--- config.mk ---
export PLATFORM = sky130hd
export DESIGN_NAME = ads1256_controller
export DESIGN_NICKNAME = d
export VERILOG_FILES = /design/src/rtl/ads1256_controller.sv
export SDC_FILE = /design/constraint.sdc
export NUM_CORES = 1
export LEC_CHECK = 0
export CAP_MARGIN = 20
export CORE_MARGIN = 5
export CORE_UTILIZATION = 52
export CTS_CLUSTER_SIZE = 12
export DETAILED_ROUTE_END_ITERATION = 12
export PLACE_DENSITY = 0.86
export SYNTH_ARGS = -nofsm -noshare
export SYNTH_HDL_FRONTEND = slang
export SYNTH_SLANG_ARGS = --single-unit
--- constraint.sdc ---
create_clock -name clock_i -period 3.3 [get_ports clock_i]
set_input_delay 0.33 -clock clock_i [delete_from_list [all_inputs] [get_ports clock_i]]
set_output_delay 0.33 -clock clock_i [all_outputs]
set_load 0.02 [all_outputs]
--- src/rtl/ads1256_controller.sv ---
// ADS1256 system controller: reset, DRATE setup, then round-robin
// single-ended channel scan issuing one 24-bit command per SPI transaction.
//
// Ports:
//   clock_i / reset_i         system clock, async active-high reset
//   enable_i                  run request (level)
//   drate_i                   DRATE register value, latched on leaving IDLE
//   transaction_start_o       one-cycle start pulse to the SPI layer
//   cmd_o                     {opcode, byte2, byte3}, stable start..done
//   transaction_done_i        one-cycle done pulse from the SPI layer
//   data_i                    conversion data, valid with done of RDATA
//   sample_o / channel_o      last captured conversion and its channel
//   sample_valid_o            one-cycle pulse on new sample
//   busy_o                    high outside IDLE and ERROR
//   error_o                   transaction timeout flag
module ads1256_controller #(
  parameter int NUM_CH         = 8,
  parameter int SETTLE_CYCLES  = 2000,
  parameter int TIMEOUT_CYCLES = 1048576,
  parameter int CW             = (NUM_CH > 1) ? $clog2(NUM_CH) : 1
) (
  input  logic          clock_i,
  input  logic          reset_i,
  input  logic          enable_i,
  input  logic [7:0]    drate_i,
  output logic          transaction_start_o,
  output logic [23:0]   cmd_o,
  input  logic          transaction_done_i,
  input  logic [23:0]   data_i,
  output logic [23:0]   sample_o,
  output logic [CW-1:0] channel_o,
  output logic          sample_valid_o,
  output logic          busy_o,
  output logic          error_o
);

  localparam int CMAX = (SETTLE_CYCLES > TIMEOUT_CYCLES) ?
                        SETTLE_CYCLES : TIMEOUT_CYCLES;
  localparam int CNTW = $clog2(CMAX + 1);

  typedef enum logic [3:0] {
    S_IDLE,
    S_RST,
    S_SETTLE,
    S_DRATE,
    S_MUX,
    S_SYNC,
    S_WAKE,
    S_RDATA,
    S_ERROR
  } state_t;

  state_t          state_q;
  state_t          state_d;
  logic            issue_q;
  logic [CNTW-1:0] cnt_q;
  logic [7:0]      drate_q;
  logic [CW-1:0]   ch_q;
  logic [23:0]     sample_q;
  logic [CW-1:0]   chan_q;
  logic            valid_q;

  logic            cmd_st;
  logic            wait_ph;
  logic            got_done;
  logic            tmo;
  logic [3:0]      mux_ch;

  always_comb begin
    cmd_st = 1'b0;
    unique case (state_q)
      S_RST, S_DRATE, S_MUX,
      S_SYNC, S_WAKE, S_RDATA: cmd_st = 1'b1;
      default:                 cmd_st = 1'b0;
    endcase
  end

  // The first cycle of a command state is its issue cycle; the rest
  // is the wait phase, where done is accepted and the timeout runs.
  // cnt_q holds the number of cycles elapsed since the start pulse.
  assign wait_ph  = cmd_st && !issue_q;
  assign got_done = wait_ph && transaction_done_i;
  assign tmo      = wait_ph && !transaction_done_i &&
                    (cnt_q == CNTW'(TIMEOUT_CYCLES - 1));

  // State register and datapath.
  always_ff @(posedge clock_i or posedge reset_i) begin
    if (reset_i) begin
      state_q  <= S_IDLE;
      issue_q  <= 1'b0;
      cnt_q    <= '0;
      drate_q  <= '0;
      ch_q     <= '0;
      sample_q <= '0;
      chan_q   <= '0;
      valid_q  <= 1'b0;
    end else begin
      state_q <= state_d;
      issue_q <= (state_d != state_q) && (state_d != S_IDLE) &&
                 (state_d != S_SETTLE) && (state_d != S_ERROR);
      valid_q <= 1'b0;

      if (state_d == S_SETTLE && state_q != S_SETTLE)
        cnt_q <= '0;
      else if (issue_q)
        cnt_q <= CNTW'(1);
      else if (state_q == S_SETTLE || wait_ph)
        cnt_q <= cnt_q + CNTW'(1);

      if (state_q == S_IDLE && state_d == S_RST) begin
        drate_q <= drate_i;
        ch_q    <= '0;
      end

      if (got_done && state_q == S_RDATA) begin
        sample_q <= data_i;
        chan_q   <= ch_q;
        valid_q  <= 1'b1;
        if (ch_q == CW'(NUM_CH - 1))
          ch_q <= '0;
        else
          ch_q <= ch_q + CW'(1);
      end
    end
  end

  // Next-state logic. A command boundary is an accepted done; with
  // enable_i low there, the sequence parks in IDLE.
  always_comb begin
    state_d = state_q;
    unique case (state_q)
      S_IDLE: begin
        if (enable_i)
          state_d = S_RST;
      end
      S_SETTLE: begin
        if (!enable_i)
          state_d = S_IDLE;
        else if (cnt_q == CNTW'(SETTLE_CYCLES - 1))
          state_d = S_DRATE;
      end
      S_ERROR: begin
        if (!enable_i)
          state_d = S_IDLE;
      end
      default: begin
        if (tmo) begin
          state_d = S_ERROR;
        end else if (got_done) begin
          if (!enable_i) begin
            state_d = S_IDLE;
          end else begin
            unique case (state_q)
              S_RST:   state_d = S_SETTLE;
              S_DRATE: state_d = S_MUX;
              S_MUX:   state_d = S_SYNC;
              S_SYNC:  state_d = S_WAKE;
              S_WAKE:  state_d = S_RDATA;
              S_RDATA: state_d = S_MUX;
              default: state_d = S_IDLE;
            endcase
          end
        end
      end
    endcase
  end

  // Outputs, decoded from registered state only.
  assign mux_ch = 4'(ch_q);

  always_comb begin
    cmd_o = 24'h000000;
    unique case (state_q)
      S_RST:   cmd_o = 24'hFE0000;
      S_DRATE: cmd_o = {16'h5300, drate_q};
      S_MUX:   cmd_o = {16'h5100, mux_ch, 4'h8};
      S_SYNC:  cmd_o = 24'hFC0000;
      S_WAKE:  cmd_o = 24'h000000;
      S_RDATA: cmd_o = 24'h010000;
      default: cmd_o = 24'h000000;
    endcase
    transaction_start_o = cmd_st && issue_q;
    busy_o              = (state_q != S_IDLE) && (state_q != S_ERROR);
    error_o             = (state_q == S_ERROR);
    sample_o            = sample_q;
    channel_o           = chan_q;
    sample_valid_o      = valid_q;
  end

endmodule
# Word level (Yosys, flattened, before mapping)
# Index checks and enable logic that the tools add are counted.
[word_totals]
input_bits = 36
output_inout_bits = 55
reg_bits = 65
[op_classes]
muxes = 18
eq_ne = 18
n_reduce_logical = 22
addsub = 2
[op_table]
columns = ["operator", "count"]
rows = [
  ["24-bit case mux with 5 select lines", 1],
  ["21-bit 2-to-1 mux", 3],
  ["4-bit 2-to-1 mux", 6],
  ["21-bit by 1-bit adder with 21-bit output, second input constant", 1],
  ["21-bit by 11-bit == test with 1-bit output, second input constant", 1],
  ["21-bit by 20-bit == test with 1-bit output, second input constant", 1],
  ["4-bit by 3-bit == test with 1-bit output, second input constant", 4],
  ["3-bit case mux with 5 select lines", 1],
  ["4-bit by 2-bit == test with 1-bit output, second input constant", 3],
  ["1-bit logical AND", 12],
  ["3-bit 2-to-1 mux", 4],
  ["4-bit case mux with 3 select lines", 1],
  ["4-bit by 1-bit == test with 1-bit output, second input constant", 2],
  ["4-bit by 2-bit != test with 1-bit output, second input constant", 2],
  ["4-bit != test, second input constant", 2],
  ["4-bit nonzero test", 2],
  ["6-bit OR reduction", 1],
  ["4-bit == test, second input constant", 1],
  ["4-bit logical NOT", 1],
  ["4-bit != test", 1],
  ["3-bit by 1-bit adder with 3-bit output, second input constant", 1],
  ["3-bit == test, second input constant", 1],
  ["3-bit nonzero test", 1],
  ["1-bit logical NOT", 2],
  ["other kinds (4)", 5],
]

# Longest topological paths before layout
# Gate-level depths: netlist of the first run.
[logic_depth]
ltp_word = 12
mapped_depth = 7
ltp_nobuf = 6

# Least setup slack after synthesis of the first run
# OpenSTA, ideal clock, no wires.
[synth_timing]
path_kind = "reg2out"
from = "register state_q[2]"
to = "output port cmd_o[4]"
required_time_ns = 2.970
arrival_ns = 1.594
n_path_buf = 2
path_stages_with_launch = 6
path_slack_ns = 1.376
path_cell_list = "dfrtp_1 > buf_2 > clkbuf_1 > nor3b_1 > a22oi_1 > nor2_1"
[synth_via]
elab_chain_cells = 2
elab_cells_between_ends = 6
cone_classes = "eq/ne: 5; mux: 1"
[synth_lines]
columns = ["item", "line_no", "source"]
rows = [
  ["start: declaration", "53", "state_t state_q;"],
  ["start signal: assignment", "98", "state_q <= state_d;"],
  ["4-bit by 3-bit == test with 1-bit output (tied with other cells)", "173", "unique case (state_q)"],
  ["24-bit case mux with 5 select lines *", "173", ""],
  ["end: declaration", "27", "output logic [23:0] cmd_o,"],
]
# Mark *: on every way between the ends. The rest lies on a longest branch, timed or not.

# Worst setup path in the final report of the first run
[layout_timing]
from = "register state_q[2]"
to = "output port cmd_o[5]"
# The elaborated chain is that of the path after synthesis.

==> metrics.md, run 1 <==
| Metric | Value |
|---|---|
| Run status | finished, final reports clean |
| CTS tree | yes |
| Pint | 0.001719 W |
| Number of fill cells | 480 |
| Area share of the leading cell type in the synthesized netlist | 49.60% |
| CTS clk-pin slew, worst paths | 0.07 ns |
| Maximum fanout along the worst path | 17 |
| Path class of the lowest-slack min-delay path | input pin to async pin |
| Worst EP required | 2.97 ns |
| Leakage power total | 1.999 nW |
| Synth-to-layout area growth | 31.55% |
| EDFF count, synth | 0 |
| Detailed Place HPWL | 5.327 mm |
| Starting density of the core | 52.55% |
| Boundary pin count | 91 |
| Buffers inserted during post-CTS setup optimization | 0 |
| Detailed Routing Iterations Pass 1 | 5 |
| Endpoint of the worst register-to-register path | sample_o[4] |
| Max-cap viol count | 0 |
| Area taken by flip-flops and latches | 1627 um2 |
| DRC | 0 |
| Most used flip-flop cell after synthesis | sky130_fd_sc_hd__dfrtp_1 |
| Launch point of the worst reg-to-reg path | state_q[3] |
| Arrival time reported for the critical path endpoint | 2.56 ns |
| Count of warnings emitted by yosys | 0 |
| Count of cells along the worst register-to-register path | 4 |
| Pwr per Cell Area | 616.5 nW/um2 |
| FF-to-FF setup slack | 0.84 ns |
| Count leader, synth | sky130_fd_sc_hd__dfrtp_1 |
| Area of placed instances | 4075 um2 |
| Setup violations, final | 0 |
| Number of antenna violations at the first check in global routing | 0 |
| Number of global-route vias before repair | 2566 |
| Post-route fraction of the period consumed by the critical path | 87.53% |
| Number of diodes added for antenna fixing | 0 |
| Leading area contributor after synthesis | sky130_fd_sc_hd__dfrtp_1 |
| Worst clock skew | 0.009871 ns |
| Post-synthesis sequential element count | 65 |
| Worst vdd rail ir drop | 399.7 uV |
| Share of layout cells above drive strength 1 | 15.40% |
| Final std cell area, no fill | 4314 um2 |
| Class of the most critical setup path | flip-flop to output port |
| Number of nets in the layout | 430 |
| Portion of total power attributed to sequential cells | 38.2% |
| Clock share of power | 27.9% |
| Final Slew Violations | 0 |
| Type of element capturing the critical path | output port |
| DRC violation total after the first TritonRoute iteration | 204 |
| Core area | 6241 um2 |
| Pin count of the biggest net entering global routing | 51 |
| Final wirelength | 7.304 mm |
| Number of standard-cell rows in the floorplan | 29 |
| Sw Ratio | 35.37% |
| Multi-input combinational cell area | 1479 um2 |
| H-tree depth | 3 |
| Worst Max-Slew Pin Slew | 0.8432 ns |
| Critical path startpoint category | flip-flop |
| Clock buffer count from CTS | 9 |
| Via Count | 2563 |
| Synthesized area per cell | 10.44 um2 |
| Share of flip-flops with an asynchronous set or reset after synthesis | 100.0% |
| Fin. Hold Viols | 0 |
| Number of nets with antenna violations after detailed routing | 0 |
| Hold bufs inserted after CTS | 0 |
| Yosys cell types | 49 |
| Sw power | 0.0009407 W |
| Post-Syn Instances | 314 |
| First-pass GRT wire length | 11.85 mm |
| Synth area leaders | sky130_fd_sc_hd__dfrtp_1 (50%), sky130_fd_sc_hd__mux2_2 (9.3%), sky130_fd_sc_hd__xor2_1 (4.3%), sky130_fd_sc_hd__nand2_1 (4.0%), sky130_fd_sc_hd__nor2_1 (3.4%) |
| Number of instances resized during post-cts repair | 0 |
| Cell types with the highest counts after synthesis | sky130_fd_sc_hd__dfrtp_1 (65), sky130_fd_sc_hd__nand2_1 (35), sky130_fd_sc_hd__nor2_1 (30) |
| Overflow left after global routing | 0 |
| Post-synth design cell area | 3279 um2 |
| Sequential-to-total area share from yosys stat | 49.60% |
| Source-to-sink clock delay at the later pin of the worst-skew pair | 0.34 ns |
| Comb power frac | 33.8% |
| Number of port buffers | 82 |
| Per-cell routed wire length | 15.44 um |
| Die W | 89.42 um |
| Buffer type at the clock tree root | sky130_fd_sc_hd__clkbuf_8 |
| Count of clock tree sinks | 65 |
| Clock buffer depth | 2 |
| Die Span Y | 89.42 um |
| Unrepaired setup endpoints after global routing | no |
| Total Negative Setup Slacks | 0 ns |
| Maximum clock rate | 346.2 MHz |
| Post-detailed-route via-to-cell ratio | 5.419 |
| Overall routing resource usage | 19.45% |
| Die Footprint | 7995 um2 |
| Worst slew margin relative to its limit | 43.32% |
| Post-layout min period | 2.889 ns |
| Weighted congestion at the end of routability-driven global placement | 0.8205 |
## cell usage in the layout (no fill, tap or decap), types with 2 or more instances in the layout
| master | n |
|---|---|
| sky130_fd_sc_hd__a21oi_1 | 6 |
| sky130_fd_sc_hd__a22oi_1 | 3 |
| sky130_fd_sc_hd__and2_1 | 9 |
| sky130_fd_sc_hd__and3_1 | 7 |
| sky130_fd_sc_hd__buf_4 | 4 |
| sky130_fd_sc_hd__bufinv_16 | 2 |
| sky130_fd_sc_hd__clkbuf_8 | 9 |
| sky130_fd_sc_hd__clkdlybuf4s50_1 | 82 |
| sky130_fd_sc_hd__clkinvlp_4 | 3 |
| sky130_fd_sc_hd__conb_1 | 8 |
| sky130_fd_sc_hd__dfrtp_1 | 65 |
| sky130_fd_sc_hd__ha_1 | 3 |
| sky130_fd_sc_hd__inv_1 | 5 |
| sky130_fd_sc_hd__mux2_2 | 27 |
| sky130_fd_sc_hd__nand2_1 | 35 |
| sky130_fd_sc_hd__nand2_2 | 2 |
| sky130_fd_sc_hd__nand2b_1 | 5 |
| sky130_fd_sc_hd__nand3_1 | 11 |
| sky130_fd_sc_hd__nand4_1 | 10 |
| sky130_fd_sc_hd__nand4b_1 | 2 |
| sky130_fd_sc_hd__nor2_1 | 30 |
| sky130_fd_sc_hd__nor2_2 | 2 |
| sky130_fd_sc_hd__nor3_1 | 7 |
| sky130_fd_sc_hd__nor3b_1 | 2 |
| sky130_fd_sc_hd__nor4_1 | 3 |
| sky130_fd_sc_hd__nor4_2 | 2 |
| sky130_fd_sc_hd__o21ai_0 | 7 |
| sky130_fd_sc_hd__or3_1 | 2 |
| sky130_fd_sc_hd__xnor2_1 | 3 |
| sky130_fd_sc_hd__xor2_1 | 16 |
## kinds of logic (layout without fill, tap and decap cells)
logic type      Yosys count  count (layout)  synth area share (%)
compound gates           27              27                 5.838
simple gates            137             137                 22.55
buf+inv                  34             109                 6.104
mux                      28              28                 9.576
fa+ha+maj                 3               3                 1.145
xor+xnor                 19              19                 5.074
flops                    65              65                 49.60
other cells               1               8                0.1144
## through the flow
step                cells  utilization, %  setup WS, ns  power, W  hold WS (ns)
detailed placement    456           65.30        0.7074  0.001932        0.4694
global placement      456           65.30        0.7457  0.001903        0.4477
finish                473           69.13        0.4114  0.002660        0.2026
floorplan             321               -         1.344  0.001645        0.4354
CTS                   472           68.81        0.3837  0.002680        0.4870
global route          473           69.13        0.2125  0.002806        0.1941
## registers in the layout, summed over array words and instances (netlist names)
signal,flops
channel_o,3
issue_q,1
sample_valid_o,1
drate_q,8
sample_o,24
ch_q,3
cnt_q,21
state_q,4
## worst max-delay path: stages (launching register included)
cell and delay [ns]:
sky130_fd_sc_hd__dfrtp_1 0.67, sky130_fd_sc_hd__nor3b_1 0.58, sky130_fd_sc_hd__a22oi_1 0.19, sky130_fd_sc_hd__nor2_1 0.14
sky130_fd_sc_hd__clkdlybuf4s50_1 0.64
## metal layers
layer | vias to the layer above | GRT usage (%) | part of all wire (%)
met5 | - | 0 | 0
met4 | 0 | 7.713 | 1.4
met3 | 8 | 6.267 | 7.0
met2 | 93 | 31.95 | 52
met1 | 1253 | 23.77 | 40
li1 | 1209 | - | -
## worst max-delay path by stage
| stage | from | end | slack [ns] | cells past startpoint |
|---|---|---|---|---|
| 6_report | state_q[2] | cmd_o[5] | 0.41 | 4 |
| 5_1_grt | state_q[2] | cmd_o[5] | 0.21 | 4 |
| 4_1_cts | state_q[2] | cmd_o[5] | 0.38 | 4 |
| 3_5_place_dp | transaction_done_i | sample_o[3] | 0.71 | 5 |
| 3_3_place_gp | transaction_done_i | sample_o[10] | 0.75 | 5 |
| 2_1_floorplan | reset_i | ch_q[0] | 1.34 | 1 |
## power groups by stage
stage | clock, W | combinational, W | sequential, W
final | 0.000743 | 0.000900 | 0.00102
after global routing | 0.000789 | 0.000981 | 0.00104
after CTS | 0.000760 | 0.000904 | 0.00102
after detailed placement | 0 | 0.000899 | 0.00103
after global placement | 0 | 0.000877 | 0.00103
after floorplan | 0 | 0.000643 | 0.00100
## area by class of cell
type	count	area share [%]
Sequential cell	65	37.70
Inverter	6	0.5220
Clock buffer	10	2.958
Timing Repair Buffer	87	20.19
Tap cell	77	2.233
Multi-Input combinational cell	222	34.28
Clock inverter	6	2.117
Note: power is estimated with default switching activity, not from simulation.
==> run 2: changes to the inputs <==
--- a/config.mk
+++ b/config.mk
@@ -6,7 +6,6 @@
 export NUM_CORES = 1
 export LEC_CHECK = 0
 export CAP_MARGIN = 20
-export CORE_MARGIN = 5
 export CORE_UTILIZATION = 52
 export CTS_CLUSTER_SIZE = 12
 export DETAILED_ROUTE_END_ITERATION = 12
==> run 2 against run 1 <==
Clock power fell by 7.9%. Combinational power is essentially flat. Sequential cell count is the same. Core utilization grew 2.3 points. Via count shrank 0.51%. Largest cell class unchanged. Critical endpoint is now cmd_o[4].
==> metrics.md, run 2 (synthesis gave the netlist of run 1 again) <==
| Metric | Value |
|---|---|
| Via Count | 2550 |
| Pin count of the biggest net entering global routing | 36 |
| Weighted congestion at the end of routability-driven global placement | 0.8251 |
| Clock buffer count from CTS | 9 |
| Overflow left after global routing | 0 |
| Type of element capturing the critical path | output port |
| Synth-to-layout area growth | 30.45% |
| Starting density of the core | 54.74% |
| Worst EP required | 2.97 ns |
| Post-detailed-route via-to-cell ratio | 5.426 |
| Number of nets in the layout | 429 |
| Detailed Place HPWL | 4.963 mm |
| Source-to-sink clock delay at the later pin of the worst-skew pair | 0.34 ns |
| Number of diodes added for antenna fixing | 0 |
| Finished Layout Cells | 470 |
| Arrival time reported for the critical path endpoint | 2.48 ns |
| Count of placed standard cells including taps | 454 |
| Setup WS post-layout | 0.4943 ns |
| Number of antenna violations at the first check in global routing | 0 |
| Per-cell routed wire length | 15.44 um |
| First-pass GRT wire length | 11.70 mm |
| Number of instances resized during post-cts repair | 0 |
| Critical path startpoint category | flip-flop |
| Pwr per Cell Area | 607.2 nW/um2 |
| FF-to-FF setup slack | 0.83 ns |
| Number of standard-cell rows in the floorplan | 28 |
| Core area | 5991 um2 |
| Worst hold slack | 0.4237 ns |
| Launch point of the worst reg-to-reg path | state_q[3] |
| Critical path depth in cells | 4 |
| Number of global-route vias before repair | 2472 |
| Final std cell area, no fill | 4278 um2 |
| Leakage power total | 1.989 nW |
| Buffers inserted during post-CTS setup optimization | 0 |
| Max-cap viol count | 0 |
| Die Span Y | 81.42 um |
| Endpoint of the worst register-to-register path | sample_o[6] |
| Maximum fanout along the worst path | 17 |
| Number of fill cells | 439 |
| Path class of the lowest-slack min-delay path | input pin to async pin |
| Final Slew Violations | 0 |
| Largest register FFs | 24 |
| CTS clk-pin slew, worst paths | 0.08 ns |
| Max stage delay on crit path | 0.65 ns |
| Most used cells in the layout excluding fill and tap cells | sky130_fd_sc_hd__clkdlybuf4s50_1 (82), sky130_fd_sc_hd__dfrtp_1 (65), sky130_fd_sc_hd__nand2_1 (35) |
| Setup violations, final | 0 |
| Clock buffer depth | 2 |
| Die W | 81.42 um |
| DRC | 0 |
| Detailed Routing Iterations Pass 1 | 5 |
| Critical-path top delay cell | sky130_fd_sc_hd__dfrtp_1 |
| Hold bufs inserted after CTS | 0 |
| Worst slew margin relative to its limit | 43.13% |
| Final wirelength | 7.255 mm |
| Share of layout cells above drive strength 1 | 15.44% |
| Post-route fraction of the period consumed by the critical path | 85.02% |
| Class of the most critical setup path | flip-flop to output port |
| Worst Max-Slew Pin Slew | 0.8461 ns |
| Number of nets with antenna violations after detailed routing | 0 |
| Post-placement worst setup slack | 0.7109 ns |
| Fin. Hold Viols | 0 |
| Boundary pin count | 91 |
| Run status | finished, final reports clean |
| Total Negative Setup Slacks | 0 ns |
| Family of cells with the greatest summed delay on the critical path | simple AND/OR/NAND/NOR gates |
| Critical path cell sequence | nor3b_1 > a22oi_1 > nor2_1 > clkdlybuf4s50_1 |
| Worst clock skew | 0.01282 ns |
| Critical path destination | cmd_o[4] |
| CTS tree | yes |
| Area of placed instances | 4073 um2 |
| Maximum clock rate | 356.4 MHz |
| Post-layout min period | 2.806 ns |
| Launching instance or port of the critical path | state_q[2] |
| Worst vdd rail ir drop | 407.0 uV |
| Count of clock tree sinks | 65 |
| Buffer type at the clock tree root | sky130_fd_sc_hd__clkbuf_8 |
| Count of cells along the worst register-to-register path | 4 |
| Number of port buffers | 82 |
| Most frequent standard cell in the layout excluding fill and tap cells | sky130_fd_sc_hd__clkdlybuf4s50_1 |
| Unrepaired setup endpoints after global routing | no |
| Overall routing resource usage | 23.76% |
| DRC violation total after the first TritonRoute iteration | 149 |
| Die Footprint | 6628 um2 |
| Number of buffers and inverters on the critical path | 1 |
| H-tree depth | 3 |
## run 2: how the worst min path moves through the flow
stage	start	endpoint	slack, ns	cells past startpoint
6_report	reset_i	sample_o[7]	0.42	2
5_1_grt	drate_q[7]	drate_q[7]	0.49	2
4_1_cts	reset_i	sample_o[7]	0.45	2
3_5_place_dp	drate_q[0]	drate_q[0]	0.46	2
3_3_place_gp	drate_q[1]	drate_q[1]	0.45	2
2_1_floorplan	drate_i[0]	drate_q[0]	0.44	2
## run 2: cell type report
cell class	count	area, um2	share of cell area (%)
Clock buffer	10	137.6	3.217
Clock inverter	6	67.56	1.579
Inverter	6	22.52	0.5265
Multi-Input combinational cell	222	1479	34.57
Sequential cell	65	1627	38.02
Tap cell	75	93.84	2.194
Timing Repair Buffer	86	850.8	19.89
## run 2: per-stage QoR
stage / utilization (%) / total power (W)
final: 71.41 / 0.002597
after global routing: 71.41 / 0.002750
after CTS: 71.41 / 0.002613
after detailed placement: 67.98 / 0.001920
after global placement: 67.98 / 0.001890
after floorplan: - / 0.001645
## run 2: power by group
part	switching (W)	internal, W	leakage, nW
Combinational	0.000510	0.000388	1.00
Sequential	0.000115	0.000901	0.887
Clock	0.000314	0.000370	0.0985
## run 2: routing by layer
layer  vias up  global-route usage (%)  part of all wire (%)
met5         -                       0                     0
met4         0                   10.54                   1.3
met3         6                   6.111                   6.0
met2       103                   38.00                    51
met1      1227                   30.30                    42
li1       1214                       -                     -
## run 2: worst register-to-register path, cell delays in order, from the launching register on
cell and delay, ns:
sky130_fd_sc_hd__dfrtp_1 0.61, sky130_fd_sc_hd__or3b_1 0.60, sky130_fd_sc_hd__nor2_1 0.21, sky130_fd_sc_hd__nand2_2 0.45, sky130_fd_sc_hd__mux2_2 0.48
==> run 3: changes to the inputs <==
--- a/config.mk
+++ b/config.mk
@@ -5,7 +5,7 @@
 export SDC_FILE = /design/constraint.sdc
 export NUM_CORES = 1
 export LEC_CHECK = 0
-export CAP_MARGIN = 20
+export CAP_MARGIN = 15
 export CORE_UTILIZATION = 52
 export CTS_CLUSTER_SIZE = 12
 export DETAILED_ROUTE_END_ITERATION = 12
==> results of run 3 <==
No change in the layout: final DEF, timing and power equal those of run 2.
